$ cat src/rtl/alu_share_ctrl.sv
// Shares one alu_top between two requesters: round-robin command accept, fixed
// operand settle time, tagged result response and display select.
module alu_share_ctrl #(
  parameter int width     = 6,
  parameter int ALU_LAT   = 1,
  parameter int OVF_CNT_W = 8
) (
  input  logic                   clk,
  input  logic                   rst,
  input  logic                   req0_valid,
  input  logic [width-1:0]       req0_a,
  input  logic [width-1:0]       req0_b,
  input  logic [1:0]             req0_func,
  output logic                   req0_ready,
  input  logic                   req1_valid,
  input  logic [width-1:0]       req1_a,
  input  logic [width-1:0]       req1_b,
  input  logic [1:0]             req1_func,
  output logic                   req1_ready,
  output logic [width-1:0]       alu_a,
  output logic [width-1:0]       alu_b,
  output logic [1:0]             alu_func,
  input  logic [2*width-1:0]     alu_out,
  input  logic                   alu_ovf,
  output logic                   rsp_valid,
  input  logic                   rsp_ready,
  output logic                   rsp_id,
  output logic [2*width-1:0]     rsp_data,
  output logic                   rsp_err,
  output logic                   busy,
  output logic                   disp_result,
  output logic [OVF_CNT_W-1:0]   ovf_count
);

  typedef enum logic [1:0] {IDLE, EXEC, RESP} state_t;

  localparam logic [3:0]           LAST_CNT = 4'(ALU_LAT - 1);
  localparam logic [OVF_CNT_W-1:0] OVF_MAX  = '1;

  state_t           state_reg;
  logic [3:0]       cnt_reg;
  logic             last_grant_reg;
  logic             grant;
  logic             accept;
  logic [width-1:0] sel_a;
  logic [width-1:0] sel_b;
  logic [1:0]       sel_func;

  // Under contention the requester that did not win last time gets the grant.
  always_comb begin
    grant = 1'b0;
    if (req0_valid && req1_valid) begin
      grant = ~last_grant_reg;
    end else if (req1_valid) begin
      grant = 1'b1;
    end
  end

  assign req0_ready = (state_reg == IDLE) && !grant;
  assign req1_ready = (state_reg == IDLE) && grant;
  assign accept     = (req0_valid && req0_ready) || (req1_valid && req1_ready);
  assign sel_a      = grant ? req1_a    : req0_a;
  assign sel_b      = grant ? req1_b    : req0_b;
  assign sel_func   = grant ? req1_func : req0_func;

  always_ff @(posedge clk) begin
    if (rst) begin
      state_reg      <= IDLE;
      cnt_reg        <= '0;
      last_grant_reg <= 1'b1;
      alu_a          <= '0;
      alu_b          <= '0;
      alu_func       <= '0;
      rsp_valid      <= 1'b0;
      rsp_id         <= 1'b0;
      rsp_data       <= '0;
      rsp_err        <= 1'b0;
      busy           <= 1'b0;
      disp_result    <= 1'b0;
      ovf_count      <= '0;
    end else begin
      case (state_reg)
        IDLE: begin
          if (accept) begin
            alu_a          <= sel_a;
            alu_b          <= sel_b;
            alu_func       <= sel_func;
            rsp_id         <= grant;
            last_grant_reg <= grant;
            cnt_reg        <= '0;
            disp_result    <= 1'b0;
            busy           <= 1'b1;
            state_reg      <= EXEC;
          end
        end
        EXEC: begin
          cnt_reg <= cnt_reg + 4'd1;
          if (cnt_reg == LAST_CNT) begin
            rsp_data    <= alu_out;
            rsp_err     <= alu_ovf;
            disp_result <= 1'b1;
            rsp_valid   <= 1'b1;
            state_reg   <= RESP;
            if (alu_ovf && (ovf_count != OVF_MAX)) begin
              ovf_count <= ovf_count + 1'b1;
            end
          end
        end
        RESP: begin
          // Operands and display select stay put so the panel keeps the result.
          if (rsp_ready) begin
            rsp_valid <= 1'b0;
            busy      <= 1'b0;
            state_reg <= IDLE;
          end
        end
        default: state_reg <= IDLE;
      endcase
    end
  end

endmodule

$ cat config.mk
export PLATFORM = sky130hd
export DESIGN_NAME = alu_share_ctrl
export DESIGN_NICKNAME = d
export VERILOG_FILES = /design/src/rtl/alu_share_ctrl.sv
export SDC_FILE = /design/constraint.sdc
export NUM_CORES = 1
export LEC_CHECK = 0
export ABC_AREA = 1
export CAP_MARGIN = 15
export CELL_PAD_IN_SITES_DETAIL_PLACEMENT = 1
export CELL_PAD_IN_SITES_GLOBAL_PLACEMENT = 1
export CORE_MARGIN = 2
export CORE_UTILIZATION = 30
export CTS_CLUSTER_DIAMETER = 80
export DETAILED_ROUTE_END_ITERATION = 16
export PLACE_DENSITY = 0.78
export SYNTH_ARGS = -nofsm -noshare
export SYNTH_HDL_FRONTEND = slang
export SYNTH_SLANG_ARGS = --single-unit
$ cat constraint.sdc
create_clock -name clk -period 1.8 [get_ports clk]
set_input_delay 0.54 -clock clk [delete_from_list [all_inputs] [get_ports clk]]
set_output_delay 0.54 -clock clk [all_outputs]
set_load 0.02 [all_outputs]
==> qor.tcl, run 1 <==
set qor(data_arrival_at_the_endpoint_of_the_critical_path_ns) 1.19
set qor(synth-edff-count) 0
set qor(num_io_pins) 87
set qor(hold_path_class) {register to register}
set qor(setup_viol) 0
set qor(tritoncts) {done}
set qor(postSynth.topFlopCell) {dfxtp_1}
set qor(cts_max_path_buffers) 2
set qor(numPortBuffers) 86
set qor(synth.ff_latch_count) 46
set qor(criticalPathCategory) {input pin to primary output}
set qor(grt_max_degree) 17
set qor(drt_first_iter_violations) 53
set qor(most-common-layout-cells) {62 x nor2_1, 55 x nand2_1, 46 x dfxtp_1}
set qor(min_period_over_period_pct) 96.01
set qor(drive_gt1_share_pct) 14.52
set qor(grt_antenna_before_repair) 0
set qor(drtPass1Iterations) 4
set qor(post_drt_via_cell_ratio) 4.566
set qor(timing.critical_path.required_ns) 1.26
set qor(post_layout_worst_setup_margin_ns) 0.07174
set qor(static_leakage_nw) 1.549
set qor(synth.top_cell.area_share_pct) 43.89
set qor(largest_register_ff_count) 12
set qor(finalHoldViolations) 0
set qor(grt_pass1_vias) 2213
set qor(synthesis.nets) 319
set qor(irDropWorstVdd_mv) 0.3702
set qor(postLayoutCellArea_um2) 3288
set qor(tightestPinTransition_ns) 0.3492
set qor(post-route-drc-count) 0
set qor(fillCellCount) 824
set qor(worst_setup_path_start_kind) {input pin}
set qor(clkSinkCount) 46
set qor(detailed_place.area_um2) 3166
set qor(timing.critical_path.fanout_max) 3
set qor(family_with_the_most_delay_on_the_worst_path) {buffers and inverters}
set qor(synth_area_um2) 2098
set qor(endpoint_kind) {primary output}
set qor(crit_buf_inv) 2
set qor(grt_overflow) 0
set qor(result_of_the_run) {finished clean}
set qor(syn2layout_area_growth_pct) 56.71
set qor(synth_seq_area_share_pct) 43.89
set qor(synthDistinctLibCells) 30
set qor(slew-limit-headroom_pct) 76.54
set qor(cts.repair_timing.setup_buffer_count) 0
set qor(max_flop_register) {rsp_data}
set qor(min_period_ns) 1.728
set qor(clock_transition_time_at_the_flip_flop_clock_pins_of_the_worst_setup_and_hold_paths_ns) 0.10
set qor(row_count) 30
set qor(cts_root_buf) {clkbuf_8}
set qor(crit_path_cell_trace) {dlygate4sd2_1, nand2_1, nand2_2, nor2_4, buf_6}
set qor(routabilityCongestion) 0.7361
set qor(routedWlPerCell_um) 13.66
set qor(dieArea_um2) 7679
set qor(ys_async_sr_fraction_pct) 0
set qor(synthesis.instances) 270
set qor(most_common_library_cell_in_the_layout_ignoring_fill_and_taps) {nor2_1}
set qor(worst_path_largest_cell_delay_ns) 0.24
set qor(num_antenna_cells) 0
set qor(grtUsageTotal_pct) 17.32
set qor(postRouteAntennaNets) 0
set qor(report.final.slew_viol_count) 0
set qor(fp.dieH_um) 87.63
set qor(pre_cts_ws_ns) -0.6394
set qor(reg2reg_setup_slack_ns) 0.23
set qor(vias) 2137
set qor(critPathSlowestCell) {dlygate4sd2_1}
set qor(first_pass_grt_wire_length_mm) 10.52
set qor(final_nets) 420
set qor(die_w_um) 87.63
set qor(average_footprint_of_a_synthesized_cell_um2) 7.771
set qor(cellPowerDensity_nw_per_um2) 898.0
set qor(largest_registers) {rsp_data x12, ovf_count x8}
set qor(wirelength_mm) 6.395
set qor(dp_hpwl_mm) 4.687
set qor(timing.clock.skew_ns) 0.01322
set qor(coreArea_um2) 6794
set qor(clk_latency_ns) 0.31
set qor(numCtsBuffers) 5
set qor(maxCapViolCount) 0
set qor(fmax_mhz) 578.6
set qor(yosys_synthesis_warning_count) 0
set qor(cts-htree-levels) 2
set qor(netlist_top_cells_area) {dfxtp_1 44%, nor2_1 11%, nand2_1 9.8%, o31ai_2 5.4%, o21ai_0 4.1%}
set qor(most_area_hungry_cell_type_in_the_yosys_netlist) {dfxtp_1}
set qor(initial_core_util_pct) 30.88
set qor(grt_setup_unrepaired) {false}
-- repair_timing --
item | 4_1_cts | 5_1_grt
endpoints found under the setup margin | 34 | 8
gates resized for setup | 48 | 7
hold buffers | 0 | 0
pin swaps | 2 | 1
endpoints found under the hold margin | 0 | 0
-- cell usage after synthesis, types with 2 or more instances --
cell	count
buf_6	3
a21oi_1	14
nand4_1	2
clkbuf_1	2
nor2_1	63
buf_4	2
ha_1	3
inv_1	16
nand2_2	4
nor2_4	3
dfxtp_1	46
o21ai_0	17
o31ai_1	5
xnor2_1	2
nand3b_1	2
nand2_1	55
o31ai_2	9
buf_2	2
inv_2	3
nand3_1	7
-- area by class of cell --
cell class,instances,area [um^2],area share (%)
Sequential cell,46,920.9,28.01
Multi-Input combinational cell,195,1039,31.58
Inverter,20,80.08,2.435
Clock inverter,3,68.82,2.093
Tap cell,96,120.1,3.653
Timing Repair Buffer,103,991.0,30.14
Clock buffer,5,68.82,2.093
-- worst min-delay path, delay by kind of cell, from the launching register on --
kind             cells  cell delay [ns]
AO/OA/AOI/OAI        1             0.05
flip-flops           1             0.32
AND/OR/NAND/NOR      1             0.06
-- final timing paths --
check,startpoint,endpoint,cells after the start
worst max-delay path,req0_valid,req1_ready,5
worst min-delay path,rsp_id,rsp_id,2
worst max register to register,cnt_reg[0],ovf_count[0],7
worst min register to register,rsp_id,rsp_id,2
-- through the flow --
stage / total power, mW / cells / util (%) / hold slack [ns] / setup TNS (ns)
after floorplan: 1.655 / 270 / - / 0.4431 / 0
after global placement: 2.076 / 460 / 46.59 / 0.4449 / -2.810
after detailed placement: 2.093 / 460 / 46.59 / 0.4475 / -3.633
after CTS: 2.991 / 468 / 48.14 / 0.4696 / 0
after global routing: 3.119 / 468 / 48.40 / 0.4980 / 0
final: 2.953 / 468 / 48.40 / 0.4718 / 0
-- layer usage --
metal / track usage [%] / share of wire, % / wire length, um
met5: 0 / 0 / 0
met4: 5.455 / 1.2 / 77
met3: 2.733 / 3.4 / 217
met2: 30.92 / 52 / 3348
met1: 21.27 / 43 / 2752
-- report_power, final --
part           switching, mW  internal [mW]  leakage [nW]
clock network          0.384          0.557        0.0683
logic                  0.458          0.363          1.10
registers             0.0622           1.13         0.378
-- cells by family (layout without fill, tap and decap cells) --
group / count (synthesis) / count (layout) / synth area share (%)
adders and majority gates: 3 / 3 / 1.789
and+or+nand+nor: 141 / 141 / 30.23
DFF: 46 / 46 / 43.89
AOI/OAI and AO/OA: 49 / 49 / 16.28
buffers and inverters: 29 / 131 / 6.977
xor gates and xnor gates: 2 / 2 / 0.8350
Note: power is estimated with default switching activity, not from simulation.
==> run 2: changes to the inputs <==
- PLACE_DENSITY: 0.78 -> 0.85
==> run 2 against run 1 <==
Effect of this change: critical path depth grew 1; cell area shrank 1.3%; register-to-register slack lost 0.02 ns; final cell count shrank 0.43%; highest routed layer unchanged.
==> qor.tcl, run 2 (synthesis gave the netlist of run 1 again) <==
set qor(coreArea_um2) 6794 ;# unchanged
set qor(crit_path_cell_trace) {dlygate4sd2_1, nand2_1, nand2_2, nand2_2, inv_2, buf_6} ;# was dlygate4sd2_1, nand2_1, nand2_2, nor2_4, buf_6
set qor(largest_registers) {rsp_data x12, ovf_count x8} ;# unchanged
set qor(num_io_pins) 87 ;# unchanged
set qor(grt_pass1_vias) 2249 ;# was 2213
set qor(timing.clock.skew_ns) 0.004740 ;# was 0.01322 ns
set qor(post_drt_via_cell_ratio) 4.607 ;# was 4.566
set qor(cts-htree-levels) 2 ;# unchanged
set qor(initial_core_util_pct) 30.88 ;# unchanged
set qor(grt_setup_unrepaired) {false} ;# unchanged
set qor(cts_root_buf) {clkbuf_8} ;# unchanged
set qor(tritoncts) {done} ;# unchanged
set qor(numCtsBuffers) 5 ;# unchanged
set qor(setup_viol) 0 ;# unchanged
set qor(result_of_the_run) {finished clean} ;# unchanged
set qor(min_period_ns) 1.744 ;# was 1.728 ns
set qor(max_flop_register) {rsp_data} ;# unchanged
set qor(largest_register_ff_count) 12 ;# unchanged
set qor(postRouteAntennaNets) 0 ;# unchanged
set qor(worst_setup_path_start_kind) {input pin} ;# unchanged
set qor(numPortBuffers) 86 ;# unchanged
set qor(endpoint_kind) {primary output} ;# unchanged
set qor(final_nets) 418 ;# was 420
set qor(wirelength_mm) 6.570 ;# was 6.395 mm
set qor(vias) 2147 ;# was 2137
set qor(dieArea_um2) 7679 ;# unchanged
set qor(syn2layout_area_growth_pct) 54.74 ;# was 56.71%
set qor(cts_max_path_buffers) 2 ;# unchanged
set qor(drtPass1Iterations) 4 ;# unchanged
set qor(report.final.slew_viol_count) 0 ;# unchanged
set qor(clock_transition_time_at_the_flip_flop_clock_pins_of_the_worst_setup_and_hold_paths_ns) 0.09 ;# was 0.10 ns
set qor(grt_max_degree) 17 ;# unchanged
set qor(cellPowerDensity_nw_per_um2) 861.2 ;# was 898.0 nW/um^2
set qor(slew-limit-headroom_pct) 76.40 ;# was 76.54%
set qor(critPathSlowestCell) {dlygate4sd2_1} ;# unchanged
set qor(routedWlPerCell_um) 14.10 ;# was 13.66 um
set qor(post-route-drc-count) 0 ;# unchanged
set qor(fmax_mhz) 573.4 ;# was 578.6 MHz
set qor(row_count) 30 ;# unchanged
set qor(rr_worst_depth) 7 ;# unchanged
set qor(hold_path_class) {register to register} ;# unchanged
set qor(grt_antenna_before_repair) 0 ;# unchanged
set qor(most-common-layout-cells) {62 x nor2_1, 54 x nand2_1, 46 x dfxtp_1} ;# was 62 x nor2_1, 55 x nand2_1, 46 x dfxtp_1
set qor(clk_latency_ns) 0.31 ;# about the same
set qor(first_pass_grt_wire_length_mm) 10.82 ;# was 10.52 mm
set qor(post_layout_worst_setup_margin_ns) 0.05587 ;# was 0.07174 ns
set qor(drt_first_iter_violations) 48 ;# was 53
set qor(min_period_over_period_pct) 96.90 ;# was 96.01%
set qor(most_common_library_cell_in_the_layout_ignoring_fill_and_taps) {nor2_1} ;# unchanged
set qor(die_w_um) 87.63 ;# unchanged
set qor(whs_ns) 0.4645 ;# was 0.4718 ns
set qor(data_arrival_at_the_endpoint_of_the_critical_path_ns) 1.20 ;# was 1.19 ns
set qor(hold-path-cell-count) 2 ;# unchanged
set qor(pre_cts_ws_ns) -0.6873 ;# was -0.6394 ns
set qor(criticalPathCategory) {input pin to primary output} ;# unchanged
set qor(timing.critical_path.fanout_max) 3 ;# unchanged
set qor(timing.critical_path.required_ns) 1.26 ;# about the same
set qor(fp.dieH_um) 87.63 ;# unchanged
set qor(static_leakage_nw) 1.511 ;# was 1.549 nW
set qor(num_antenna_cells) 0 ;# unchanged
set qor(irDropWorstVdd_mv) 0.3738 ;# was 0.3702 mV
set qor(grtUsageTotal_pct) 17.80 ;# was 17.32%
set qor(maxCapViolCount) 0 ;# unchanged
set qor(min-delay-start) {alu_func[0]} ;# was rsp_id
set qor(dp_hpwl_mm) 4.857 ;# was 4.687 mm
set qor(tightestPinTransition_ns) 0.3513 ;# was 0.3492 ns
set qor(routabilityCongestion) 0.7535 ;# was 0.7361
set qor(worst_path_largest_cell_delay_ns) 0.24 ;# about the same
set qor(drive_gt1_share_pct) 14.86 ;# was 14.52%
set qor(finalHoldViolations) 0 ;# unchanged
set qor(critical_path.reg2reg.startpoint) {cnt_reg[0]} ;# unchanged
set qor(clkSinkCount) 46 ;# unchanged
set qor(grt_overflow) 0 ;# unchanged
set qor(critPathLaunch) {req0_valid} ;# unchanged
set qor(critPathMostFrequentCell) {nand2_2}
run 2: changes by cell type in the layout (fill, tap and decap cells not counted):
cell,delta
buf_4,-2
bufinv_16,-1
clkinv_2,+2
clkinv_4,-1
clkinvlp_4,+1
dlygate4sd2_1,+1
dlymetal6s2s_1,-1
inv_1,-2
inv_2,+1
nand2_1,-1
nand2_2,+1
run 2: layout make-up:
cell class,count,area [um^2]
well taps,96,120.1
repair buffers,101,972.2
multi-input cells,195,1041
fillers,840,3547
clock inverters,3,40.04
clock buffers,5,68.82
inverters,20,83.83
flip-flops and latches,46,920.9
run 2: worst max-delay path, delay by kind of cell:
family,cells,cell delay (ns)
simple gates,3,0.27
buf+inv,3,0.40
run 2: per-stage QoR:
step                      total power [mW]  instance area [um^2]  std cells  TNS [ns]  utilization, %
after floorplan                      1.655                  2098        270         0               -
after global placement               2.063                  3143        457    -4.896           46.26
after detailed placement             2.090                  3143        457    -5.948           46.26
after CTS                            2.829                  3228        466         0           47.51
after global routing                 2.943                  3247        466         0           47.79
final                                2.796                  3247        466         0           47.79
run 2: path summary, 6_finish.rpt:
path                                      to  slack [ns]
worst min-delay path             alu_func[0]        0.46
worst max-delay path              req0_ready        0.06
worst min register to register   alu_func[0]        0.46
worst max register to register  ovf_count[1]        0.21
run 2: metal layers:
metal / share of wire (%) / wire, um / GRT usage (%) / vias up
met1: 42 / 2765 / 21.60 / 1035
met3: 3.3 / 220 / 3.299 / 7
met2: 53 / 3483 / 32.02 / 38
li1: - / - / - / 1067
met4: 1.5 / 100 / 5.035 / 0
met5: 0 / 0 / 0 / -
run 2: power by group:
part	internal [mW]	leakage (nW)	total [mW]	switching (mW)
registers	1.13	0.378	1.19	0.0627
logic	0.359	1.08	0.821	0.463
clock network	0.409	0.0579	0.783	0.374
total	1.90	1.51	2.80	0.899
run 2: what timing repair did:
action                     CTS  global route
pin swaps                    3             1
setup endpoints to repair   40             9
setup buffers                1             0
hold buffers                 0             0
resized for setup           51             7
